**src/rtl/lgdst_rxglue_pkg.sv**
```systemverilog
// Shared constants and helpers for the lgdst_rxglue SPI-to-TS receive glue.
package lgdst_rxglue_pkg;

  localparam int       BYTE_W           = 8;
  localparam logic     IDLE_BIT_DEFAULT = 1'b0;
  localparam logic [2:0] TS_IDX_RST     = 3'd7;

  // Pointers carry one extra wrap bit so full and empty can be told apart.
  function automatic int ptr_width(input int depth);
    return $clog2(depth) + 1;
  endfunction

endpackage

```
**src/rtl/lgdst_rxglue_fifo.sv**
```systemverilog
// Byte FIFO with wrap-bit pointers; a push while full is honoured only when a pop frees a slot.
// Level and drop outputs exist only when LGDST_RXGLUE_STATUS_EN is defined.
module lgdst_rxglue_fifo
  import lgdst_rxglue_pkg::*;
#(
  parameter int DEPTH = 16
) (
  input  logic              clk,
  input  logic              rst,
  input  logic              push,
  input  logic [BYTE_W-1:0] push_data,
  input  logic              pop,
  output logic [BYTE_W-1:0] head_data,
  output logic              empty
`ifdef LGDST_RXGLUE_STATUS_EN
  ,
  output logic [ptr_width(DEPTH)-1:0] level,
  output logic                        dropped
`endif
);

  localparam int PTR_W = ptr_width(DEPTH);
  localparam int AW    = PTR_W - 1;

  logic [BYTE_W-1:0] mem_q [DEPTH];
  logic [PTR_W-1:0]  wr_q, wr_d, rd_q, rd_d;
  logic              full, pop_ok, push_ok;

  assign empty   = (wr_q == rd_q);
  assign full    = (wr_q[AW] != rd_q[AW]) && (wr_q[AW-1:0] == rd_q[AW-1:0]);
  assign pop_ok  = pop & ~empty;
  assign push_ok = push & (~full | pop_ok);

  assign head_data = mem_q[rd_q[AW-1:0]];

  always_comb begin
    wr_d = wr_q + PTR_W'(push_ok);
    rd_d = rd_q + PTR_W'(pop_ok);
  end

  always_ff @(posedge clk or posedge rst) begin
    if (rst) begin
      wr_q <= '0;
      rd_q <= '0;
    end else begin
      wr_q <= wr_d;
      rd_q <= rd_d;
    end
  end

  always_ff @(posedge clk) begin
    if (push_ok) mem_q[wr_q[AW-1:0]] <= push_data;
  end

`ifdef LGDST_RXGLUE_STATUS_EN
  assign level   = wr_q - rd_q;
  assign dropped = push & ~push_ok;
`endif

endmodule

```
**src/rtl/lgdst_rxglue.sv**
```systemverilog
// SPI write-only byte receiver feeding a FIFO that is drained bit-serially onto ts_d0.
// Define LGDST_RXGLUE_STATUS_EN to expose fifo_level, ovf_sticky and unf_sticky.
module lgdst_rxglue
  import lgdst_rxglue_pkg::*;
#(
  parameter int   FIFO_DEPTH  = 16,
  parameter int   SYNC_STAGES = 2,
  parameter logic IDLE_BIT    = IDLE_BIT_DEFAULT
) (
  input  logic clk,
  input  logic reset,
  input  logic spi_clk,
  input  logic spi_cs,
  input  logic spi_mosi,
  input  logic ts_clk,
  input  logic ts_valid,
  input  logic ts_sync,
  output logic ts_d0
`ifdef LGDST_RXGLUE_STATUS_EN
  ,
  output logic [ptr_width(FIFO_DEPTH)-1:0] fifo_level,
  output logic                             ovf_sticky,
  output logic                             unf_sticky
`endif
);

  localparam int             NSYNC    = 6;
  // Chip select idles high, so its synchronizer chain resets to 1.
  localparam logic [NSYNC-1:0] SYNC_RST = 6'b000010;

  logic [SYNC_STAGES-1:0][NSYNC-1:0] sync_q, sync_d;
  logic spi_clk_s, cs_s, mosi_s, ts_clk_s, valid_s, tsync_s;
  logic spi_prev_q, spi_prev_d, ts_prev_q, ts_prev_d;
  logic spi_rise, ts_rise;

  logic [BYTE_W-1:0] shift_q, shift_d, push_byte;
  logic [2:0]        cnt_q, cnt_d;
  logic [2:0]        idx_q, idx_d, idx_eff;
  logic              d0_q, d0_d;
  logic              push, pop, fifo_empty;
  logic [BYTE_W-1:0] head_data;

  always_comb begin
    sync_d[0] = {ts_sync, ts_valid, ts_clk, spi_mosi, spi_cs, spi_clk};
    for (int i = 1; i < SYNC_STAGES; i++) sync_d[i] = sync_q[i-1];
  end

  assign {tsync_s, valid_s, ts_clk_s, mosi_s, cs_s, spi_clk_s} = sync_q[SYNC_STAGES-1];
  assign spi_rise = spi_clk_s & ~spi_prev_q;
  assign ts_rise  = ts_clk_s & ~ts_prev_q;
  assign ts_d0    = d0_q;

  always_comb begin
    spi_prev_d = spi_clk_s;
    ts_prev_d  = ts_clk_s;
    shift_d    = shift_q;
    cnt_d      = cnt_q;
    push       = 1'b0;
    push_byte  = {shift_q[BYTE_W-2:0], mosi_s};
    idx_d      = idx_q;
    idx_eff    = idx_q;
    d0_d       = d0_q;
    pop        = 1'b0;

    // Deasserted chip select discards any partial byte.
    if (cs_s) begin
      cnt_d = 3'd0;
    end else if (spi_rise) begin
      shift_d = push_byte;
      cnt_d   = cnt_q + 3'd1;
      push    = (cnt_q == 3'd7);
    end

    if (ts_rise && valid_s) begin
      idx_eff = tsync_s ? TS_IDX_RST : idx_q;
      if (!fifo_empty) begin
        d0_d = head_data[idx_eff];
        if (idx_eff == 3'd0) begin
          pop   = 1'b1;
          idx_d = TS_IDX_RST;
        end else begin
          idx_d = idx_eff - 3'd1;
        end
      end else begin
        d0_d  = IDLE_BIT;
        idx_d = TS_IDX_RST;
      end
    end
  end

  always_ff @(posedge clk or posedge reset) begin
    if (reset) begin
      sync_q     <= {SYNC_STAGES{SYNC_RST}};
      spi_prev_q <= 1'b0;
      ts_prev_q  <= 1'b0;
      shift_q    <= '0;
      cnt_q      <= 3'd0;
      idx_q      <= TS_IDX_RST;
      d0_q       <= IDLE_BIT;
    end else begin
      sync_q     <= sync_d;
      spi_prev_q <= spi_prev_d;
      ts_prev_q  <= ts_prev_d;
      shift_q    <= shift_d;
      cnt_q      <= cnt_d;
      idx_q      <= idx_d;
      d0_q       <= d0_d;
    end
  end

`ifdef LGDST_RXGLUE_STATUS_EN
  logic [ptr_width(FIFO_DEPTH)-1:0] level;
  logic dropped, ovf_q, ovf_d, unf_q, unf_d;

  always_comb begin
    ovf_d = ovf_q | dropped;
    unf_d = unf_q | (ts_rise & valid_s & fifo_empty);
  end

  always_ff @(posedge clk or posedge reset) begin
    if (reset) begin
      ovf_q <= 1'b0;
      unf_q <= 1'b0;
    end else begin
      ovf_q <= ovf_d;
      unf_q <= unf_d;
    end
  end

  assign fifo_level = level;
  assign ovf_sticky = ovf_q;
  assign unf_sticky = unf_q;
`endif

  lgdst_rxglue_fifo #(
    .DEPTH(FIFO_DEPTH)
  ) u_fifo (
    .clk       (clk),
    .rst       (reset),
    .push      (push),
    .push_data (push_byte),
    .pop       (pop),
    .head_data (head_data),
    .empty     (fifo_empty)
`ifdef LGDST_RXGLUE_STATUS_EN
    ,
    .level     (level),
    .dropped   (dropped)
`endif
  );

endmodule

```
**config.mk**
```make
export PLATFORM = sky130hd
export DESIGN_NAME = lgdst_rxglue
export DESIGN_NICKNAME = d
export VERILOG_FILES = /design/src/rtl/lgdst_rxglue_pkg.sv /design/src/rtl/lgdst_rxglue_fifo.sv /design/src/rtl/lgdst_rxglue.sv
export SDC_FILE = /design/constraint.sdc
export NUM_CORES = 1
export LEC_CHECK = 0
export CAP_MARGIN = 15
export CORE_ASPECT_RATIO = 0.5
export CORE_MARGIN = 2
export CORE_UTILIZATION = 55
export DETAILED_ROUTE_END_ITERATION = 7
export PLACE_DENSITY = 0.71
export SYNTH_ARGS = -nofsm -noshare
export SYNTH_HDL_FRONTEND = slang
export SYNTH_SLANG_ARGS = --single-unit
```
**constraint.sdc**
```tcl
create_clock -name clk -period 7 [get_ports clk]
set_input_delay 1.4 -clock clk [delete_from_list [all_inputs] [get_ports clk]]
set_output_delay 1.4 -clock clk [all_outputs]
set_load 0.01 [all_outputs]
```
== Word level (Yosys, flattened, before mapping) ==
Memories as Yosys holds them, arrays and structs flattened.
Index checks and enable logic that the tools add are counted.

* Register bits: 38
* Memory bits (writable): 128
* Bits of input ports: 8
* Output and inout port bits: 1
* Word-level logic and storage cells: 50
* Memories kept: 1

* Add/sub/neg operators: 4
* $lt $le $gt $ge: 1
* Eq/ne operators: 4
* Multiplexer cells: 15
* Bitwise gates (word level): 10
* Reductions and logical operators: 5

{| class="wikitable"
|+ Memory list
! memory !! words !! bits a word !! read ports !! clocked after Yosys merged registers in !! wr ports !! RTL line !! source
|-
| u_fifo.mem_q || 16 || 8 || 1 || 0 || 1 || lgdst_rxglue_fifo.sv:25 || <nowiki>logic [BYTE_W-1:0] mem_q [DEPTH];</nowiki>
|}

{| class="wikitable"
|+ Operators with widths
! kind !! number
|-
| 3-bit two-way mux || 5
|-
| 5-bit by 1-bit adder with 5-bit output || 2
|-
| 1-bit two-way mux || 9
|-
| 5-bit == test || 1
|-
| 1-bit NOT || 5
|-
| 1-bit bitwise AND || 4
|-
| 4-bit == test || 1
|-
| 3-bit by 4-bit < comparator with 1-bit output, second input constant || 1
|-
| 3-bit by 1-bit adder with 3-bit output, second input constant || 1
|-
| 1-bit binary-select mux with 3-bit select || 1
|-
| 3-bit == test, second input constant || 1
|-
| 3-bit zero test || 1
|-
| 3-bit by 1-bit subtractor with 3-bit output, second input constant || 1
|-
| 1-bit logical AND || 2
|-
| 2-bit AND reduction || 1
|-
| 2-bit nonzero test || 1
|-
| 1-bit != test || 1
|-
| 1-bit OR || 1
|}

== Longest topological paths before layout ==
Gate-level depths: netlist of the first run.

* Word-level depth: 10
* Mapped depth: 10
* Mapped depth without buffers: 9

== Hierarchy ==
Synthesis of the first run repeated with hierarchy kept, for this count alone.

* Cell total of the unflattened synthesis: 356
* Area, all modules: 6657.6 um2

{| class="wikitable"
|+ Modules (own cells, without submodules)
! module !! instances !! cells each !! area each (um2) !! seq. area each (um2)
|-
| lgdst_rxglue_fifo || 1 || 278 || 5570.3 || 4093.9
|-
| lgdst_rxglue || 1 || 78 || 1087.3 || 706.9
|}

== Worst setup path after synthesis of the first run ==
Ideal clock, no wire load.

* Path kind: register to register
* From: register sync_q[11] (netlist name)
* To: memory u_fifo.mem_q[0][0], enable pin
* Library setup time: 0.383 ns
* Data arrival time: 2.525 ns
* Data required time: 6.617 ns
* Setup slack: 4.092 ns
* Stages on the path, launching flop included: 8
* Buffers on the path: 0
* Clock period less this slack: 2.908 ns
* Cell sequence: dfrtp_1 or2_2 inv_1 ha_1 a31oi_1 a21oi_1 or3b_2 nor3_1

* Longest elaborated chain between the ends: 10

{| class="wikitable"
|+ RTL lines
! item !! RTL line !! source
|-
| from (decl) || lgdst_rxglue.sv:31 || <nowiki>logic [SYNC_STAGES-1:0][NSYNC-1:0] sync_q, sync_d;</nowiki>
|-
| from (signal assigned) || lgdst_rxglue.sv:93 || <nowiki>sync_q <= {SYNC_STAGES{SYNC_RST}};</nowiki>
|-
| from (signal assigned) || lgdst_rxglue.sv:101 || <nowiki>sync_q <= sync_d;</nowiki>
|-
| 3-bit two-way mux || lgdst_rxglue.sv:75 || <nowiki>idx_eff = tsync_s ? TS_IDX_RST : idx_q;</nowiki>
|-
| 3-bit zero test || lgdst_rxglue.sv:78 || <nowiki>if (idx_eff == 3'd0) begin</nowiki>
|-
| 1-bit two-way mux || lgdst_rxglue.sv:78 ||
|-
| 1-bit two-way mux || lgdst_rxglue.sv:76 || <nowiki>if (!fifo_empty) begin</nowiki>
|-
| 1-bit two-way mux || lgdst_rxglue.sv:74 || <nowiki>if (ts_rise && valid_s) begin</nowiki>
|-
| 1-bit bitwise AND || lgdst_rxglue_fifo.sv:31 || <nowiki>assign pop_ok = pop & ~empty;</nowiki>
|-
| 1-bit OR || lgdst_rxglue_fifo.sv:32 || <nowiki>assign push_ok = push & (~full | pop_ok);</nowiki>
|-
| 1-bit bitwise AND || lgdst_rxglue_fifo.sv:32 ||
|-
| 1-bit two-way mux || lgdst_rxglue_fifo.sv:52 || <nowiki>if (push_ok) mem_q[wr_q[AW-1:0]] <= push_data;</nowiki>
|-
| 1-bit two-way mux (not written as such) || lgdst_rxglue_fifo.sv:52 ||
|-
| to (decl) || lgdst_rxglue_fifo.sv:25 ||
|}

No other way between the ends.

== Worst setup path in the final report of the first run ==
* From: register sync_q[11] (netlist name)
* To: memory u_fifo.mem_q[8][1], enable pin

Same word-level chain as after synthesis.

==> results of run 1 <==
-- flip-flops by register name (all words and copies together), names as in the netlist --
signal and cells:
u_fifo.rd_q 5, u_fifo.wr_q 5, idx_q 3, spi_prev_q 1, mosi_s 1, ts_d0 1
sync_q 3, u_fifo.mem_q 128, cs_s 1, ts_prev_q 1, cnt_q 3, spi_clk_s 1
shift_q 7, sync_d 6
-- power breakdown --
group          total [mW]  internal, mW  switching, mW
combinational      0.0298        0.0181         0.0117
sequential           1.26          1.16          0.104
clock               0.963         0.556          0.407
total                2.26          1.74          0.522
-- placed cells by master, fill, tap and decap left out, types with 4 or more instances in the layout --
master and count:
sky130_fd_sc_hd__xor2_1 6, sky130_fd_sc_hd__nand3_1 8, sky130_fd_sc_hd__inv_6 6, sky130_fd_sc_hd__a21oi_1 10
sky130_fd_sc_hd__edfxtp_1 128, sky130_fd_sc_hd__dfstp_2 5, sky130_fd_sc_hd__nor3_1 6, sky130_fd_sc_hd__a22oi_1 4
sky130_fd_sc_hd__a31oi_1 4, sky130_fd_sc_hd__mux2i_1 20, sky130_fd_sc_hd__mux2_2 8, sky130_fd_sc_hd__mux4_2 23
sky130_fd_sc_hd__ha_1 8, sky130_fd_sc_hd__nand2_1 16, sky130_fd_sc_hd__clkbuf_16 18, sky130_fd_sc_hd__nor2_1 23
sky130_fd_sc_hd__mux4_1 5, sky130_fd_sc_hd__xnor2_1 6, sky130_fd_sc_hd__clkdlybuf4s50_1 8, sky130_fd_sc_hd__dfrtp_1 32
-- cells by family after synthesis --
kind of cell,Yosys count,share of synthesized area
and+or+nand+nor,73,0.0532
adders and majority gates,8,0.0153
AOI/OAI and AO/OA,24,0.0226
buffers and inverters,16,0.0140
DFF,166,0.735
muxes,56,0.144
xor gates and xnor gates,12,0.0161
-- routing by layer --
metal,up-vias,share of wire
met4,0,0.015
met3,30,0.097
li1,1436,-
met5,-,0
met2,168,0.47
met1,1751,0.42
-- critical path, delay by kind of cell (launching register included) --
family,cells,cell delay (ps)
and+or+nand+nor,3,1620
DFF,1,470
AOI/OAI and AO/OA,2,430
adders and majority gates,1,280
-- worst max-delay path by stage --
stage,start,to,slack (ps),depth (start not counted)
final,sync_q[11]$_DFF_PP0_,u_fifo.mem_q[8][1]$_DFFE_PP_,3830,6
after global routing,sync_q[11]$_DFF_PP0_,u_fifo.mem_q[4][7]$_DFFE_PP_,3640,7
after CTS,sync_q[11]$_DFF_PP0_,u_fifo.mem_q[0][7]$_DFFE_PP_,3580,7
after detailed placement,sync_q[11]$_DFF_PP0_,u_fifo.mem_q[0][0]$_DFFE_PP_,3620,7
after global placement,sync_q[11]$_DFF_PP0_,u_fifo.mem_q[0][0]$_DFFE_PP_,3830,7
after floorplan,sync_q[11]$_DFF_PP0_,u_fifo.mem_q[0][0]$_DFFE_PP_,4090,7
-- area by class of cell --
| class | instances | area [µm²] | area share |
|---|---|---|---|
| Timing Repair Buffer | 15 | 130 | 0.0176 |
| Clock inverter | 14 | 161 | 0.0218 |
| Sequential cell | 166 | 4800 | 0.649 |
| Clock buffer | 18 | 450 | 0.0609 |
| Tap cell | 165 | 206 | 0.0279 |
| Multi-Input combinational cell | 173 | 1640 | 0.222 |
| Inverter | 3 | 11.3 | 0.00152 |
-- synth_stat cells --
master and count:
sky130_fd_sc_hd__buf_8 1, sky130_fd_sc_hd__nand2b_1 3, sky130_fd_sc_hd__or4_1 1, sky130_fd_sc_hd__buf_4 2, sky130_fd_sc_hd__o311ai_0 1, sky130_fd_sc_hd__a22oi_1 4, sky130_fd_sc_hd__nand2_1 16, sky130_fd_sc_hd__mux4_1 5
sky130_fd_sc_hd__and3_1 3, sky130_fd_sc_hd__a2111oi_0 1, sky130_fd_sc_hd__dfstp_2 5, sky130_fd_sc_hd__a21oi_1 10, sky130_fd_sc_hd__a31oi_1 4, sky130_fd_sc_hd__clkbuf_1 5, sky130_fd_sc_hd__nand3b_1 2, sky130_fd_sc_hd__a211oi_1 1
sky130_fd_sc_hd__nand3_1 8, sky130_fd_sc_hd__nor4_1 1, sky130_fd_sc_hd__and2_1 1, sky130_fd_sc_hd__mux2_2 8, sky130_fd_sc_hd__or2_2 2, sky130_fd_sc_hd__dfrtp_1 33, sky130_fd_sc_hd__nand4_1 3, sky130_fd_sc_hd__mux2i_1 20
sky130_fd_sc_hd__ha_1 8, sky130_fd_sc_hd__buf_6 1, sky130_fd_sc_hd__inv_1 3, sky130_fd_sc_hd__xor2_1 6, sky130_fd_sc_hd__buf_2 4, sky130_fd_sc_hd__nor2_1 23, sky130_fd_sc_hd__or3b_2 1, sky130_fd_sc_hd__a21o_1 1
sky130_fd_sc_hd__mux4_2 23, sky130_fd_sc_hd__nor3_1 6, sky130_fd_sc_hd__xnor2_1 6, sky130_fd_sc_hd__o21ai_0 2, sky130_fd_sc_hd__nor2b_1 3, sky130_fd_sc_hd__edfxtp_1 128
==> summary.md, run 1 <==
| Metric | Value |
|---|---|
| Hold Path Sink | `spi_clk_s$_DFF_PP0_` |
| Drt pass-1 iters | `6` |
| Yosys reg bits | `between 150 and 200` |
| Cell type of the slowest stage on the worst timing path | `sky130_fd_sc_hd__nor2_1` |
| Core Rows | `28` |
| Largest vdd supply drop | `between 0.0002 and 0.00025 V` |
| Total grt overflow | `0` |
| Core Box Area | `0.0117 mm²` |
| Max-slew violations | `0` |
| Routed vias | `about 3400` |
| Crit-path cells | `nor2_1 > ha_1 > a31oi_1 > a21oi_1 > or3b_2 > nor2_1` |
| Number of antenna violations at the first check in global routing | `0` |
| Count of non-filler cells in the finished layout | `554` |
| Actual transition at the worst max-transition pin | `1010 ps` |
| Floorplan die area | `0.0128 mm²` |
| Yosys top cell by area | `sky130_fd_sc_hd__edfxtp_1` |
| Worst hold path stage count | `0` |
| Final net count | `392` |
| Highest fanout seen on the critical path | `8` |
| Area share of the leading cell type in the synthesized netlist | `0.588` |
| Weighted congestion at the end of routability-driven global placement | `approximately 0.96` |
| H-tree depth | `4` |
| TritonCTS clock tree | `done` |
| Count of hold-fix buffers inserted at cts | `0` |
| Cell occurring most often along the worst timing path | `sky130_fd_sc_hd__nor2_1` |
| Start-to-end type of the worst setup path | `flop to flop` |
| Clock edge transition at the registers on the reported setup and hold paths | `~70 ps` |
| Post-layout utilization of the core | `0.633` |
| Routed length per placed instance | `around 24 µm` |
| Final instance area | `0.00740 mm²` |
| Placed Cells | `519` |
| Cell area after technology mapping | `0.00653 mm²` |
| Boundary pin count | `9` |
| Slowest stage delay, CP | `630 ps` |
| Crit share post-route | `0.453` |
| Final-layout setup total negative slack | `0 ps` |
| Cell count after synthesis | `355` |
| Number of fill cells | `about 820` |
| Die Y | `81.1 µm` |
| Fraction of final layout cells sized beyond drive strength 1 | `0.203` |
| Terminus of the critical flop-to-flop path | `u_fifo.mem_q[8][1]$_DFFE_PP_` |
| Final setup violation count | `0` |
| Worst hold path type | `flop to flop` |
| Global routing met1 resource utilization | `0.314` |
| Final Routed Wirelength | `13.1 mm` |
| Largest buffer count on any clock path | `2` |
| Max-cap violation count | `0` |
| Critical path startpoint category | `flop` |
| Floorplan die width | `158 µm` |
| DRC violation total after the first TritonRoute iteration | `368` |
| Setup Fix Bufs, Post-CTS | `0` |
| Post_cts resized | `0` |
| Net count after synthesis | `about 370` |
| Worst slack at placement | `between 3000 and 4000 ps` |
| Total routing resource utilization after global routing | `0.222` |
| Leakage power total | `2.53 nW` |
| Number of library cell types mapped by synthesis | `38` |
| Final setup margin | `3830 ps` |
| Highest-utilization routing layer at the global route stage | `met2` |
| Number of clock buffers inserted by TritonCTS | `17` |
| Setup skew after layout | `7.25 ps` |
| Root Buffer | `sky130_fd_sc_hd__clkbuf_16` |
| Clock Latency Late Sink | `430 ps` |
| Cell Pwr Density | `305 mW/mm²` |
| Final hold violations | `0` |
| CTS sink count | `166` |
| Hold wc startpoint | `sync_d[6]$_DFF_PP0_` |
| Met2 demand-to-capacity share in global routing | `0.334` |
| Critical Path AT | `3230 ps` |
| Required time reported for the critical path endpoint | `just over 7000 ps` |
| Routed via count divided by cell count | `6.11` |
| Total power | `2.26 mW` |
| Worst relative slew slack | `0.325` |
| Layout Area Growth over Synthesis | `13.3%` |
| RSZ-0062 raised after global routing | `false` |
| Hold slack final | `350 ps` |
| Final min period | `between 3000 and 4000 ps` |
| Reg-to-reg startpoint | `sync_q[11]$_DFF_PP0_` |
| Run status | `completed` |
| Effective utilization at floorplan | `0.558` |
| Diode count | `0` |
| Worst setup EP type | `flop` |
| Portion of the post-synthesis area used by sequential elements | `0.735` |
| Fmax | `315 MHz` |
| Post-detailed-route DRC marker count | `0` |
| Mean area per synthesized cell | `18.4 µm²` |
| Global routing usage on met3 | `0.0816` |
| Placed instance area | `around 0.0068 mm²` |
| Global-route wire length before repair | `between 15 and 20 mm` |
| Register-to-register setup slack | `3830 ps` |
| Total half-perimeter wirelength after legalization and detailed placement | `8.32 mm` |
| Cell depth of the worst flop-to-flop path | `6` |
| Synth warnings | `0` |
| Pin count of the biggest net entering global routing | `39` |
| Largest cells by area after synthesis | `sky130_fd_sc_hd__edfxtp_1 (59%), sky130_fd_sc_hd__dfrtp_1 (13%), sky130_fd_sc_hd__mux4_2 (7.9%), sky130_fd_sc_hd__mux2i_1 (3.1%), sky130_fd_sc_hd__dfstp_2 (2.0%)` |
| Via count of the first global-routing pass | `3345` |
| Total of buffers placed on input and output ports | `8` |
| Antenna Violating Nets Remaining | `0` |
(Power assumes the default switching activity.)
==> run 2, diff against run 1 <==
Clock period 7 ns to 3.25 ns, I/O delays scaled along.
==> run 2 against run 1 <==
Effect of this change:
- critical endpoint is now u_fifo.mem_q[12][3]$_DFFE_PP_
- sequential power up 120%
- core utilization is 1.4 points higher
- first-iteration DRC count decreased by 15%
- die area unchanged
- cell count grew 4.3%
- wire length increased by 2.8%
- critical path depth grew 1
- global-route usage up 1.2 points
==> summary.md, run 2 (synthesized netlist as in run 1, its figures left out) <==
| Metric | Value |
|---|---|
| Final net count | `416 (+6.1%)` |
| Total of buffers placed on input and output ports | `8 (unchanged)` |
| Drt pass-1 iters | `5 (-1)` |
| DRC violation total after the first TritonRoute iteration | `314 (-15%)` |
| Required time reported for the critical path endpoint | `3390 ps (-3670 ps)` |
| Cell Pwr Density | `631 mW/mm² (+110%)` |
| Worst Path Buf+Inv | `1 (+1)` |
| Post_cts resized | `0 (unchanged)` |
| Total routing resource utilization after global routing | `0.234 (+0.0116)` |
| Total half-perimeter wirelength after legalization and detailed placement | `8.81 mm (+5.9%)` |
| Power Internal | `3.71 mW (+110%)` |
| Routed via count divided by cell count | `5.96 (-2.4%)` |
| Actual transition at the worst max-transition pin | `950 ps (-59.1 ps)` |
| Final setup violation count | `0 (unchanged)` |
| Commonest cells after routing, fill and taps aside | `sky130_fd_sc_hd__edfxtp_1 (128), sky130_fd_sc_hd__dfrtp_1 (32), sky130_fd_sc_hd__buf_4 (31)` |
| Max-slew violations | `0 (unchanged)` |
| Total grt overflow | `0 (unchanged)` |
| Worst relative slew slack | `0.367 (+0.0419)` |
| Cell depth of the worst flop-to-flop path | `7 (+1)` |
| Setup skew after layout | `9.33 ps (+2.08 ps)` |
| Post-layout utilization of the core | `0.646 (+0.0138)` |
| Worst hold path stage count | `0 (unchanged)` |
| Post-detailed-route DRC marker count | `0 (unchanged)` |
| Leakage power total | `2.65 nW (+4.9%)` |
| Floorplan die area | `0.0128 mm² (unchanged)` |
| Crit share post-route | `0.938 (+0.485)` |
| Routed length per placed instance | `23.3 µm (-1.4%)` |
| Fmax | `328 MHz (+4.0%)` |
| Clock edge transition at the registers on the reported setup and hold paths | `60 ps (about the same)` |
| Final-layout setup total negative slack | `0 ps (unchanged)` |
| Total power | `4.77 mW (+110%)` |
| Pin count of the biggest net entering global routing | `39 (unchanged)` |
| Core Box Area | `0.0117 mm² (unchanged)` |
| Cell type of the slowest stage on the worst timing path | `sky130_fd_sc_hd__or3b_2` |
| Antenna Violating Nets Remaining | `0 (unchanged)` |
| RSZ-0062 raised after global routing | `false` |
| H-tree depth | `4 (unchanged)` |
| Effective utilization at floorplan | `0.558 (unchanged)` |
| Cell occurring most often along the worst timing path | `sky130_fd_sc_hd__nor2_1` |
| Flop pwr share | `0.567 (+0.007)` |
| Run status | `completed` |
| Layout Area Growth over Synthesis | `15.8%` |
| Slowest stage delay, CP | `540 ps (-90 ps)` |
| Core Rows | `28 (unchanged)` |
| Reg-to-reg startpoint | `sync_q[11]$_DFF_PP0_` |
| Switching Power | `1.07 mW (+100%)` |
| Detailed-routing wirelength on met1 | `6.03 mm (+9.9%)` |
| Crit-path cells | `nor2_1 > ha_1 > a31oi_1 > a21oi_1 > or3b_2 > nor2_1 > buf_4` |
| Clock Latency Late Sink | `430 ps (about the same)` |
| Final Routed Wirelength | `13.5 mm (+2.8%)` |
| TritonCTS clock tree | `done` |
| Hold wc startpoint | `sync_d[9]$_DFF_PP0_` |
| Weighted congestion at the end of routability-driven global placement | `0.913 (-5.1%)` |
| CTS sink count | `166 (unchanged)` |
| Fraction of power consumed by the clock network | `0.419 (-0.008)` |
| Count of hold-fix buffers inserted at cts | `0 (unchanged)` |
| Number of clock buffers inserted by TritonCTS | `17 (unchanged)` |
| Largest vdd supply drop | `0.000425 V (+97%)` |
| Highest fanout seen on the critical path | `8 (unchanged)` |
| Worst setup EP type | `flop` |
| Final hold violations | `0 (unchanged)` |
| Met2 WL post-DR | `6.39 mm (+4.3%)` |
| Placed instance area | `0.00697 mm² (+3.0%)` |
| Stages on worst setup path | `7 (+1)` |
| Leading cell type in the layout, fill and taps excluded | `sky130_fd_sc_hd__edfxtp_1` |
| Top layer reached by signal wires | `met4` |
| CP top delay family | `simple AND/OR/NAND/NOR gates` |
| Setup Fix Bufs, Post-CTS | `0 (unchanged)` |
| Fraction of final layout cells sized beyond drive strength 1 | `0.247 (+0.0439)` |
| Number of antenna violations at the first check in global routing | `0 (unchanged)` |
| Max-cap violation count | `0 (unchanged)` |
| Combinational share of power | `0.013 (about the same)` |
| Worst hold path type | `flop to flop` |
| Boundary pin count | `9 (unchanged)` |
| Diode count | `0 (unchanged)` |
| Global-route wire length before repair | `20.5 mm (+4.4%)` |
| Max FFs per register | `128 (unchanged)` |
| Final instance area | `0.00756 mm² (+2.2%)` |
| Start-to-end type of the worst setup path | `flop to flop` |
| Floorplan die width | `158 µm (unchanged)` |
| Critical Path AT | `3190 ps (-40 ps)` |
| Switching part of the total power | `0.223 (-0.00789)` |
| Critical path launch point | `sync_q[11]$_DFF_PP0_` |
| Final min period | `3050 ps (-123 ps)` |
| Die Y | `81.1 µm (unchanged)` |
| Root Buffer | `sky130_fd_sc_hd__clkbuf_16` |
| Largest buffer count on any clock path | `2 (unchanged)` |
| Detail Route met3 WL | `862 µm (-32%)` |
| Via count of the first global-routing pass | `3419 (+2.2%)` |
| Critical path startpoint category | `flop` |
| Routed vias | `3447 (+1.8%)` |
[run 2: changes by cell type in the layout (fill, tap and decap cells not counted), sizes merged]
| cell | change |
|---|---|
| buf | +27 |
| clkbuf | -2 |
| inv | -2 |
| clkinv | +1 |
[run 2: final timing paths]
path	slack, ps	end
worst max-delay path	200	u_fifo.mem_q[12][3]$_DFFE_PP_
worst min-delay path	350	sync_q[9]$_DFF_PP0_
worst max register to register	200	u_fifo.mem_q[12][3]$_DFFE_PP_
worst min register to register	350	sync_q[9]$_DFF_PP0_
max in group asynchronous	2250	u_fifo.rd_q[2]$_DFF_PP0_
min in group asynchronous	630	spi_prev_q$_DFF_PP0_
[run 2: worst register-to-register path: cells and delay by family, from the launching register on]
| family | cells | cell delay, ps |
|---|---|---|
| simple gates | 3 | 1300 |
| fa+ha+maj | 1 | 300 |
| compound gates | 2 | 460 |
| flops | 1 | 480 |
| buf+inv | 1 | 200 |
[run 2: per-layer routing]
layer,global-route usage,vias to the layer above
li1,-,1490
met4,0.0694,0
met1,0.335,1780
met2,0.357,155
met3,0.0683,22
met5,0,-
[run 2: through the flow]
step | worst slack (ps) | hold slack (ps) | cells
CTS | 263 | 350 | 578
detailed placement | 301 | 335 | 546
finish | 201 | 349 | 578
floorplan | 342 | 331 | 355
global route | 98.4 | 360 | 578
global placement | 370 | 337 | 546
[run 2: layout make-up]
type / count / area, µm²
multi-input cells: 173 / 1640
clock inverters: 13 / 148
inverters: 3 / 11.3
repair buffers: 39 / 313
flip-flops and latches: 166 / 4800
fillers: 804 / 4140
well taps: 165 / 206
clock buffers: 19 / 443
[run 2: power groups by stage]
stage / Clock [mW] / Sequential (mW) / Combinational, mW
global placement: 0 / 2.73 / 0.0609
finish: 2.00 / 2.71 / 0.0633
CTS: 2.03 / 2.70 / 0.0653
detailed placement: 0 / 2.75 / 0.0653
floorplan: 0 / 2.64 / 0.0464
global route: 2.12 / 2.73 / 0.0719
==> run 3, diff against run 2 <==
Settings changed: CAP_MARGIN 15 to not set, SETUP_SLACK_MARGIN set to 0.5.
==> run 3 against run 2 <==
Effect of this change:
- critical path depth is the same
- cell count is the same
- worst hold slack lost 0.82 ps
- count of clock-buffer cells in the layout grew 5
- core utilization grew 0.53 points
- critical path type unchanged
- register-to-register slack gained 390 ps
- combinational power grew 3%
==> summary.md, run 3 (synthesized netlist as in run 1, its figures left out) <==
| Metric | Value |
|---|---|
| Run status | `completed` |
| Met2 demand-to-capacity share in global routing | `0.325 (-0.0317)` |
| Final-layout setup total negative slack | `0 ps (unchanged)` |
| Cell type of the slowest stage on the worst timing path | `sky130_fd_sc_hd__dfrtp_1` |
| Largest buffer count on any clock path | `2 (unchanged)` |
| Final net count | `416 (unchanged)` |
| Pin count of the biggest net entering global routing | `39 (unchanged)` |
| Cell depth of the worst flop-to-flop path | `7 (unchanged)` |
| Worst setup EP type | `flop` |
| Largest vdd supply drop | `0.000439 V (+3.3%)` |
| Highest fanout seen on the critical path | `12 (+4)` |
| Weighted congestion at the end of routability-driven global placement | `0.939 (+2.8%)` |
| Global-route wire length before repair | `19.9 mm (-3.3%)` |
| Post-detailed-route DRC marker count | `0 (unchanged)` |
| Switching Power | `0.998 mW (-6.3%)` |
| Commonest cells after routing, fill and taps aside | `sky130_fd_sc_hd__edfxtp_1 (128), sky130_fd_sc_hd__dfrtp_1 (30), sky130_fd_sc_hd__buf_4 (30)` |
| Layout Area Growth over Synthesis | `16.7%` |
| H-tree depth | `4 (unchanged)` |
| Number of clock buffers inserted by TritonCTS | `17 (unchanged)` |
| Required time reported for the critical path endpoint | `3540 ps (+150 ps)` |
| Drt pass-1 iters | `5 (unchanged)` |
| Max-cap violation count | `0 (unchanged)` |
| Global routing usage on met3 | `0.0560 (-0.0123)` |
| Actual transition at the worst max-transition pin | `613 ps (-337 ps)` |
| Final setup violation count | `0 (unchanged)` |
| Routed via count divided by cell count | `5.85 (-1.9%)` |
| Leakage power total | `2.66 nW (+0.19%)` |
| Setup skew after layout | `9.53 ps (+0.204 ps)` |
| Max FFs per register | `128 (unchanged)` |
| Boundary pin count | `9 (unchanged)` |
| Clock Latency Late Sink | `420 ps (about the same)` |
| TritonCTS clock tree | `done` |
| Critical Path AT | `2950 ps (-240 ps)` |
| Antenna Violating Nets Remaining | `0 (unchanged)` |
| Total half-perimeter wirelength after legalization and detailed placement | `8.73 mm (-0.96%)` |
| Core Rows | `28 (unchanged)` |
| Start-to-end type of the worst setup path | `flop to flop` |
| Effective utilization at floorplan | `0.558 (unchanged)` |
| Crit share post-route | `0.817 (-0.121)` |
| Total of buffers placed on input and output ports | `8 (unchanged)` |
| Combinational share of power | `0.014 (about the same)` |
| Routed vias | `3382 (-1.9%)` |
| Max-slew violations | `0 (unchanged)` |
| Fraction of final layout cells sized beyond drive strength 1 | `0.266 (+0.0194)` |
| Final min period | `2660 ps (-393 ps)` |
| RSZ-0062 raised after global routing | `false` |
| Critical Path End | `ts_d0$_DFFE_PP0N_` |
| Routed length per placed instance | `22.6 µm (-2.9%)` |
| Worst hold path type | `flop to flop` |
| Cell Pwr Density | `630 mW/mm² (about the same)` |
| Critical path launch point | `u_fifo.rd_q[1]$_DFF_PP0_` |
| Final hold violations | `0 (unchanged)` |
| Power Internal | `3.81 mW (+2.8%)` |
| Reg-to-reg startpoint | `u_fifo.rd_q[1]$_DFF_PP0_` |
| CTS sink count | `166 (unchanged)` |
| Highest-utilization routing layer at the global route stage | `met1` |
| Worst Path Buf+Inv | `1 (unchanged)` |
| Via count of the first global-routing pass | `3346 (-2.1%)` |
| Worst relative slew slack | `0.581 (+0.214)` |
| Diode count | `0 (unchanged)` |
| CP top delay family | `multiplexers` |
| Critical path startpoint category | `flop` |
| Number of antenna violations at the first check in global routing | `0 (unchanged)` |
| Leading cell type in the layout, fill and taps excluded | `sky130_fd_sc_hd__edfxtp_1` |
| Floorplan die width | `158 µm (unchanged)` |
| Final instance area | `0.00763 mm² (+0.83%)` |
| Fmax | `377 MHz (+15%)` |
| Register-to-register setup slack | `590 ps (+390 ps)` |
| Stages on worst setup path | `7 (unchanged)` |
| Global routing met1 resource utilization | `0.339 (+0.00433)` |
| Number of fill cells | `794 (-1.2%)` |
| Flop pwr share | `0.564 (-0.003)` |
| Clock edge transition at the registers on the reported setup and hold paths | `60 ps (about the same)` |
| Count of hold-fix buffers inserted at cts | `0 (unchanged)` |
| Switching part of the total power | `0.208 (-0.0157)` |
| Placed instance area | `0.00696 mm² (-0.14%)` |
| Die Y | `81.1 µm (unchanged)` |
| Floorplan die area | `0.0128 mm² (unchanged)` |
| Root Buffer | `sky130_fd_sc_hd__clkbuf_16` |
| Terminus of the critical flop-to-flop path | `ts_d0$_DFFE_PP0N_` |
| DRC violation total after the first TritonRoute iteration | `287 (-8.6%)` |
| Slowest stage delay, CP | `720 ps (+180 ps)` |
| Total routing resource utilization after global routing | `0.225 (-0.00945)` |
| Core Box Area | `0.0117 mm² (unchanged)` |
| Fraction of power consumed by the clock network | `0.423 (+0.004)` |
| Final Routed Wirelength | `13.1 mm (-2.9%)` |
| Total grt overflow | `0 (unchanged)` |
| Crit-path cells | `buf_4 > mux4_2 > mux2i_1 > nand3_1 > o311ai_0 > o21ai_0 > or4_1` |
-- run 3: cell count changes in the layout (fill, tap and decap cells not counted), sizes merged --
cell	change
clkbuf	+5
inv	-5
clkinv	-3
clkinvlp	+2
bufinv	+1
-- run 3: metrics by stage --
step | hold WS, ps | total power [mW] | utilization | std cells | setup WS (ps)
after CTS | 352 | 4.83 | 0.649 | 578 | 528
after global routing | 348 | 4.93 | 0.652 | 578 | 510
after global placement | 334 | 2.80 | 0.595 | 544 | 432
after floorplan | 331 | 2.69 | - | 355 | 556
final | 348 | 4.81 | 0.652 | 578 | 594
after detailed placement | 336 | 2.82 | 0.595 | 544 | 292
-- run 3: worst min-delay path by stage --
stage | start | to | slack (ps) | cells after the start
2_1_floorplan | sync_d[8]$_DFF_PP0_ | mosi_s$_DFF_PP0_ | 330 | 0
3_5_place_dp | sync_d[8]$_DFF_PP0_ | mosi_s$_DFF_PP0_ | 340 | 0
4_1_cts | sync_d[6]$_DFF_PP0_ | spi_clk_s$_DFF_PP0_ | 350 | 0
3_3_place_gp | sync_d[10]$_DFF_PP0_ | sync_q[10]$_DFF_PP0_ | 330 | 0
6_report | sync_d[6]$_DFF_PP0_ | spi_clk_s$_DFF_PP0_ | 350 | 0
5_1_grt | sync_d[6]$_DFF_PP0_ | spi_clk_s$_DFF_PP0_ | 350 | 0
-- run 3: repair_timing --
item,CTS,global route
buffers inserted,2,0
gates resized for setup,5,9
hold endpoints to repair,0,0
pin swaps,1,0
endpoints found under the setup margin,55,57
-- run 3: cell type report --
class | instances | area (µm²) | area share
Clock inverter | 8 | 124 | 0.0162
Multi-Input combinational cell | 173 | 1680 | 0.220
Inverter | 3 | 11.3 | 0.00148
Clock buffer | 24 | 482 | 0.0632
Tap cell | 165 | 206 | 0.0271
Timing Repair Buffer | 39 | 317 | 0.0415
Sequential cell | 166 | 4810 | 0.630
-- run 3: power by group through the flow --
stage / registers [mW] / logic, mW / clock network (mW)
floorplan: 2.64 / 0.0464 / 0
global placement: 2.74 / 0.0609 / 0
detailed placement: 2.76 / 0.0662 / 0
CTS: 2.71 / 0.0664 / 2.05
global route: 2.73 / 0.0737 / 2.13
finish: 2.71 / 0.0650 / 2.03
-- run 3: worst register-to-register path: cells and delay by family, from the launching register on --
kind	cells	cell delay, ps
flops	1	720
compound gates	2	240
simple gates	2	520
mux	2	760
buf+inv	1	290
-- run 3: layer usage --
layer	vias up	wire length, µm
met5	-	0
met4	0	172
met3	16	980
met2	122	5990
met1	1764	5930
li1	1480	-
